`config.mk`:
```
export PLATFORM = sky130hd
export DESIGN_NAME = store_sequencer
export DESIGN_NICKNAME = d
export VERILOG_FILES = /design/src/rtl/store_sequencer_pkg.sv /design/src/rtl/store_lane_align.sv /design/src/rtl/store_sequencer.sv
export SDC_FILE = /design/constraint.sdc
export NUM_CORES = 1
export LEC_CHECK = 0
export ABC_AREA = 1
export BUFFER_PORTS_ARGS = -buffer_cell sky130_fd_sc_hd__buf_2
export CORE_MARGIN = 3
export CORE_UTILIZATION = 57
export CTS_CLUSTER_DIAMETER = 50
export CTS_CLUSTER_SIZE = 20
export DETAILED_ROUTE_END_ITERATION = 8
export MAX_ROUTING_LAYER = met4
export PLACE_DENSITY = 0.83
export SYNTH_ARGS = -nofsm -noshare
export SYNTH_HDL_FRONTEND = slang
export SYNTH_SLANG_ARGS = --single-unit
export TNS_END_PERCENT = 1
```
`constraint.sdc`:
```
create_clock -name clk -period 2.6 [get_ports clk]
set_input_delay 0.39 -clock clk [delete_from_list [all_inputs] [get_ports clk]]
set_output_delay 0.39 -clock clk [all_outputs]
set_load 0.02 [all_outputs]
```
`src/rtl/store_sequencer_pkg.sv`:
```
// Shared store-op encodings and helpers for the store sequencer and AMO path.
package store_sequencer_pkg;

  // Store operation encoding as produced by the store-type decoder.
  localparam int STORE_OP_WIDTH = 2;
  localparam logic [STORE_OP_WIDTH-1:0] STORE_OP_SB = 2'd0;
  localparam logic [STORE_OP_WIDTH-1:0] STORE_OP_SH = 2'd1;
  localparam logic [STORE_OP_WIDTH-1:0] STORE_OP_SW = 2'd2;

  // Right-aligned byte-enable pattern for an op; unknown ops behave as SW.
  function automatic logic [3:0] store_base_strb(input logic [STORE_OP_WIDTH-1:0] op);
    case (op)
      STORE_OP_SB: store_base_strb = 4'b0001;
      STORE_OP_SH: store_base_strb = 4'b0011;
      default:     store_base_strb = 4'b1111;
    endcase
  endfunction

endpackage

```
`src/rtl/store_lane_align.sv`:
```
// Maps (op, byte offset, right-aligned data) onto an 8-lane strobe and 64-bit
// data image spanning two consecutive words. Purely combinational.
module store_lane_align
  import store_sequencer_pkg::*;
(
  input  logic [STORE_OP_WIDTH-1:0] i_op,
  input  logic [1:0]                i_offset,
  input  logic [31:0]               i_wdata,
  output logic [7:0]                o_strb,
  output logic [63:0]               o_data
);

  logic [3:0]  w_base_strb;
  logic [31:0] w_mask;

  // Build the byte mask from the op, then shift strobe and masked data into lanes.
  always_comb begin
    w_base_strb = store_base_strb(i_op);
    w_mask      = {{8{w_base_strb[3]}}, {8{w_base_strb[2]}},
                   {8{w_base_strb[1]}}, {8{w_base_strb[0]}}};
    o_strb      = {4'b0000, w_base_strb} << i_offset;
    o_data      = {32'h0, i_wdata & w_mask} << {i_offset, 3'b000};
  end

endmodule

```
`src/rtl/store_sequencer.sv`:
```
// Turns one store request into one or two word-aligned bus beats. Stores that
// cross a word boundary are split into two beats or rejected, per SPLIT_EN.
module store_sequencer
  import store_sequencer_pkg::*;
#(
  parameter bit SPLIT_EN = 1'b1
) (
  input  logic                      clk,
  input  logic                      resetn,
  input  logic                      req_valid,
  output logic                      req_ready,
  input  logic [31:0]               req_addr,
  input  logic [31:0]               req_wdata,
  input  logic [STORE_OP_WIDTH-1:0] req_op,
  output logic                      mem_valid,
  input  logic                      mem_ready,
  output logic [31:0]               mem_addr,
  output logic [31:0]               mem_wdata,
  output logic [3:0]                mem_wstrb,
  output logic                      done,
  output logic                      misaligned_err
);

  typedef enum logic [2:0] {
    S_IDLE  = 3'd0,
    S_BEAT0 = 3'd1,
    S_BEAT1 = 3'd2,
    S_DONE  = 3'd3,
    S_ERR   = 3'd4
  } state_t;

  state_t      r_state;
  state_t      w_state_next;
  logic [7:0]  r_strb;
  logic [63:0] r_data;
  logic [31:0] r_waddr;
  logic [7:0]  w_strb;
  logic [63:0] w_data;
  logic        w_accept;
  logic        w_straddle_in;
  logic        w_straddle;

  store_lane_align u_align (
    .i_op     (req_op),
    .i_offset (req_addr[1:0]),
    .i_wdata  (req_wdata),
    .o_strb   (w_strb),
    .o_data   (w_data)
  );

  assign w_accept      = req_valid && (r_state == S_IDLE);
  assign w_straddle_in = |w_strb[7:4];
  assign w_straddle    = |r_strb[7:4];

  // State register; reset drops any partially issued store.
  always_ff @(posedge clk or negedge resetn) begin
    if (!resetn) r_state <= S_IDLE;
    else         r_state <= w_state_next;
  end

  // Capture the lane-aligned request at acceptance so bus outputs stay stable.
  always_ff @(posedge clk or negedge resetn) begin
    if (!resetn) begin
      r_strb  <= 8'h0;
      r_data  <= 64'h0;
      r_waddr <= 32'h0;
    end else if (w_accept) begin
      r_strb  <= w_strb;
      r_data  <= w_data;
      r_waddr <= {req_addr[31:2], 2'b00};
    end
  end

  // Next-state and output decode; bus fields are zero whenever no beat is valid.
  always_comb begin
    w_state_next   = r_state;
    req_ready      = 1'b0;
    mem_valid      = 1'b0;
    mem_addr       = 32'h0;
    mem_wdata      = 32'h0;
    mem_wstrb      = 4'h0;
    done           = 1'b0;
    misaligned_err = 1'b0;
    case (r_state)
      S_IDLE: begin
        req_ready = 1'b1;
        if (req_valid) begin
          if (w_straddle_in && !SPLIT_EN) w_state_next = S_ERR;
          else                            w_state_next = S_BEAT0;
        end
      end
      S_BEAT0: begin
        mem_valid = 1'b1;
        mem_addr  = r_waddr;
        mem_wstrb = r_strb[3:0];
        mem_wdata = r_data[31:0];
        if (mem_ready) w_state_next = w_straddle ? S_BEAT1 : S_DONE;
      end
      S_BEAT1: begin
        mem_valid = 1'b1;
        mem_addr  = r_waddr + 32'd4;  // wraps past the top of the address space
        mem_wstrb = r_strb[7:4];
        mem_wdata = r_data[63:32];
        if (mem_ready) w_state_next = S_DONE;
      end
      S_DONE: begin
        done         = 1'b1;
        w_state_next = S_IDLE;
      end
      S_ERR: begin
        misaligned_err = 1'b1;
        w_state_next   = S_IDLE;
      end
      default: w_state_next = S_IDLE;
    endcase
  end

endmodule
```
Word-level counts from Yosys, hierarchy flattened
Cells that the tools add are included.
Word-level totals
  input bits: 70
  register bits after elaboration: 105
  memories kept: 0
  output and inout port bits: 72
  memory bits (writable): 0
  bits in latches: 0
  memory bits (read-only): 0
  logic and storage cells: 35
Cells by class
  muxes and demuxes: 13
  shifts and indexed selects: 2
  $add $sub $neg: 1
  order comparisons: 0
  bitwise operators: 1
  divide/modulo/power cells: 0
  multipliers: 0
  equality and inequality tests: 8
  reduce and logical (&&, ||, !) cells: 6
Operator list (number)
  32-bit one-hot mux with 2 select lines: 2
  32-bit by 5-bit left shift with 64-bit output: 1
  32-bit by 3-bit adder with 32-bit output, second input constant: 1
  32-bit AND: 1
  4-bit one-hot mux with 2 select lines: 2
  3-bit 2-to-1 mux: 3
  3-bit one-hot mux with 3 select lines: 1
  4-bit by 2-bit left shift with 8-bit output: 1
  3-bit by 2-bit == test with 1-bit output, second input constant: 2
  2-bit inequality test, second input constant: 3
  1-bit 2-to-1 mux: 5
  4-bit OR reduction: 1
  3-bit by 1-bit == test with 1-bit output, second input constant: 1
  3-bit == test, second input constant: 1
  3-bit zero test: 1
  3-bit AND reduction: 1
  2-bit by 1-bit == test with 1-bit output, second input constant: 1
  2-bit zero test: 1
  2-bit OR reduction: 1
  1-bit logical AND: 1

Depth between registers and ports, before layout
  word-level depth: 4
  gate-level depth with buffers: 9
  mapped depth without buffers: 9

Hierarchy
A second synthesis with hierarchy kept.
Unflattened totals
  cells, all modules: 908
  area total of the unflattened synthesis: 6937.9 µm²
Modules (own cells, without submodules)
  store_sequencer: cells an instance 671, area an instance 5855.6 µm², times used 1
  store_lane_align: cells an instance 237, area an instance 1082.3 µm², times used 1

Worst setup path after synthesis
No wires, ideal clock.
  kind: register to output
  start: register r_state[0]
  end: output mem_addr[9]
  arrival: 1.849 ns
  stages on the path, launching flop included: 8
  required time: 2.210 ns
  path slack: 0.361 ns
  buffers on the path: 1
  cell sequence: dfrtp_1 > inv_1 > ha_1 > nand2_1 > clkinv_1 > buf_2 > nand2_1 > o21ai_0
On the way
  word-level cells in the longest chain between the ends: 2
  elaborated cells on any way between the ends: 3
Ends and longest elaborated chain
  start: declaration: line store_sequencer.sv:32  | state_t r_state;
  start signal: assignment: line store_sequencer.sv:58  | else r_state <= w_state_next;
  3-bit by 2-bit == test with 1-bit output / 3-bit by 1-bit == test with 1-bit output (equally long branches): line store_sequencer.sv:84  | case (r_state)
  32-bit one-hot mux with 2 select lines (*): line store_sequencer.sv:84
  end: declaration: line store_sequencer.sv:17  | output logic [31:0] mem_addr,
Mark *: on every way between the ends. The rest lies on a longest branch, timed or not.

Final worst setup path
  start: register r_state[1]
  end: output mem_addr[12]
Same word-level chain as after synthesis.

==> results_dict.tcl <==
set metrics [dict create \
    power.density_nw_per_um2 1080 \
    synth-adder-area-share_pct 1.11 \
    grt_pass1_vias 5837 \
    pre_cts_ws_ps 454 \
    maxClockFrequency_ghz 0.401 \
    antenna_found_initial 3 \
    postRouteAntennaNets 0 \
    required_ps 2210 \
    vias 5855 \
    hold_class "input pin to async pin" \
    slowest_delay_ps 410 \
    place_hpwl_um 11900 \
    avgViaCountPerCell 5.58 \
    ir_worst_vdd_mv 0.595 \
    final_cell_area_um2 6650 \
    reg2reg_depth 8 \
    rsz0062_at_grt "true" \
    whs_ps 61.2 \
    synthXorXnorAreaFrac_pct 0 \
    holdBufCountCts 0 \
    cts_tree "done" \
    dieWidth_um 105 \
    max_slew_margin_pct 53.5 \
    endpoint_kind "output pin" \
    critPathMaxFanout 21 \
    drc 0 \
    io_buffers 138 \
    dieArea_um2 11100 \
    drt_iter0_markers 459 \
    wire_per_inst_um 15.6 \
    synth_seq_cells 95 \
    start_util_pct 59.9 \
    critPathLaunch "r_state[1]$_DFFE_PN0P_" \
    firstDrtPassIters 7 \
    gr-total-overflow 0 \
    clkSlewWorstSetupHoldPaths_ps 100 \
    wl_um 16400 \
    outcome "finished clean" \
    critical-path-slowest-cell "dfrtp_1" \
    path_cells "inv_1 > ha_1 > nand2_1 > clkinv_1 > buf_4 > nand3_1 > o21ai_0 > buf_2" \
    r2r_start "r_state[1]$_DFFE_PN0P_" \
    place_congestion 1.01 \
    finalHoldViolations 0 \
    worst_setup_path_start_kind "register" \
    drv_cap 0 \
    yosys.area_share.simple_pct 26.6 \
    grt_max_degree 76 \
    synth_top_family_by_area "simple AND/OR/NAND/NOR gates" \
    core_um2 9420 \
    layout-drive-gt1-share_pct 21.6 \
    worstPathArrival_ps 2100 \
    grt_pass1_wl_um 27400 \
    cts.sinks 95 \
    synth-compound-area-share_pct 19.8 \
    worstSetupPathType "register to output pin" \
    synth_cells 790 \
    power.leakage_nw 3.35 \
    layout.cells.non_filler 1049 \
    finalClockSkew_ps 10.8 \
    insertion_delay_ps 380 \
    fin_nets 987 \
    cts_buffers 9 \
    track_usage_pct 31.2 \
    p_total_mw 7.15 \
    placed_cells 1029 \
    area_growth_pct 17.9 \
    min_period_ps 2490 \
    yosysWarnings 0 \
    post-route-period-util_pct 95.9 \
    place_area_um2 6410 \
    ys_seq_area_share_pct 42.2 \
    htreeDepth 3 \
    finalSetupViolations 0 \
    worst_slack_ps 107 \
    worstMarginPinSlew_ps 697 \
    num_rows 35 \
    synth_area_um2 5640 \
    synth_cell_type_count 31 \
    die-height_um 105 \
    drv_slew 0 \
    clockRootBuffer "clkbuf_8" \
    ios 142 \
    synthMuxAreaShare_pct 0 \
    cts_buffer_depth 2 \
    avgSynthCellArea_um2 7.14 \
]
==> cells in the final DEF, fill, tap and decap left out, drive strengths merged, types with 3 or more instances in the layout <==
cell type	n
a21oi	4
inv	101
conb	3
nand2	245
dfrtp	95
diode	3
o22ai	40
clkbuf	11
ha	5
o21ai	100
buf	152
nand3	38
a31oi	9
nor2	71
o21bai	8
a22oi	16
o32ai	9
==> power by group <==
group,internal (mW),leakage (nW),switching [mW]
sequential,2.14,1.22,0.482
clock,0.481,0.105,0.556
combinational,1.18,2.03,2.31
total,3.80,3.35,3.35
==> through the flow <==
step,util (%),TNS (ps)
CTS,70.3,0
finish,70.6,0
floorplan,-,0
detailed placement,68.1,0
global placement,68.1,0
global route,70.6,-53.1
==> critical path: cells and delay by family, from the launching register on <==
kind | cells | cell delay, ps
buffers and inverters | 4 | 630
AO/OA/AOI/OAI | 1 | 130
adder cells (fa/ha/maj) | 1 | 350
flip-flops | 1 | 410
AND/OR/NAND/NOR | 2 | 210
==> sequential cells by signal (all words and copies together) (netlist names) <==
| signal | count |
|---|---|
| r_data | 56 |
| r_state | 2 |
| r_strb | 7 |
| r_waddr | 30 |
==> cell usage after synthesis (all sizes together) <==
cell type	n	area (um2)
nand2	245	947
o21ai	100	500
inv	98	368
dfrtp	95	2380
nor2	71	342
o22ai	40	250
nand3	38	190
buf	28	153
a22oi	16	120
clkbuf	15	56.3
a31oi	9	56.3
o32ai	9	78.8
o21bai	8	60.1
ha	5	62.6
a21oi	4	20.0
nand4	2	12.5
a211oi	1	7.51
clkinv	1	3.75
conb	1	3.75
o211ai	1	7.51
o221ai	1	8.76
o31ai	1	7.51
or2	1	6.26
==> repair_timing <==
item	in CTS	in global routing
setup buffers	0	1
endpoints found under the setup margin	0	27
gates resized for setup	0	4
==> routing by layer <==
layer	track usage, %	part of all wire [%]	vias to the layer above
met5	-	0	-
met4	10.7	2.8	0
met3	7.41	8.6	46
met2	51.1	49	279
met1	38.2	40	2720
li1	-	-	2810
==> worst paths after layout <==
check	to	slack, ps
min in group clk	r_waddr[6]$_DFFE_PN0P_	210
setup reg to reg	r_data[23]$_DFFE_PN0P_	600
setup / recovery	mem_addr[12]	110
hold / removal	r_strb[6]$_DFFE_PN0P_	60
hold reg to reg	r_strb[4]$_DFFE_PN0P_	510
max in group asynchronous	r_data[1]$_DFFE_PN0P_	1870
==> cell type report <==
cell class | instances | area (um2)
well taps | 129 | 161
fillers | 788 | 2770
inverters | 99 | 372
clock inverters | 5 | 61.3
clock buffers | 11 | 141
repair buffers | 152 | 836
diodes | 3 | 7.51
flip-flops and latches | 95 | 2380
multi-input cells | 555 | 2690
==> cells by family (layout without fill, tap and decap cells) <==
| family | count (synthesis) | in the layout |
|---|---|---|
| AND/OR/NAND/NOR | 357 | 357 |
| AO/OA/AOI/OAI | 190 | 190 |
| buffers and inverters | 142 | 267 |
| flip-flops | 95 | 95 |
| adder cells (fa/ha/maj) | 5 | 5 |
| other | 1 | 6 |
No activity file was read; power rests on OpenSTA's default activity.
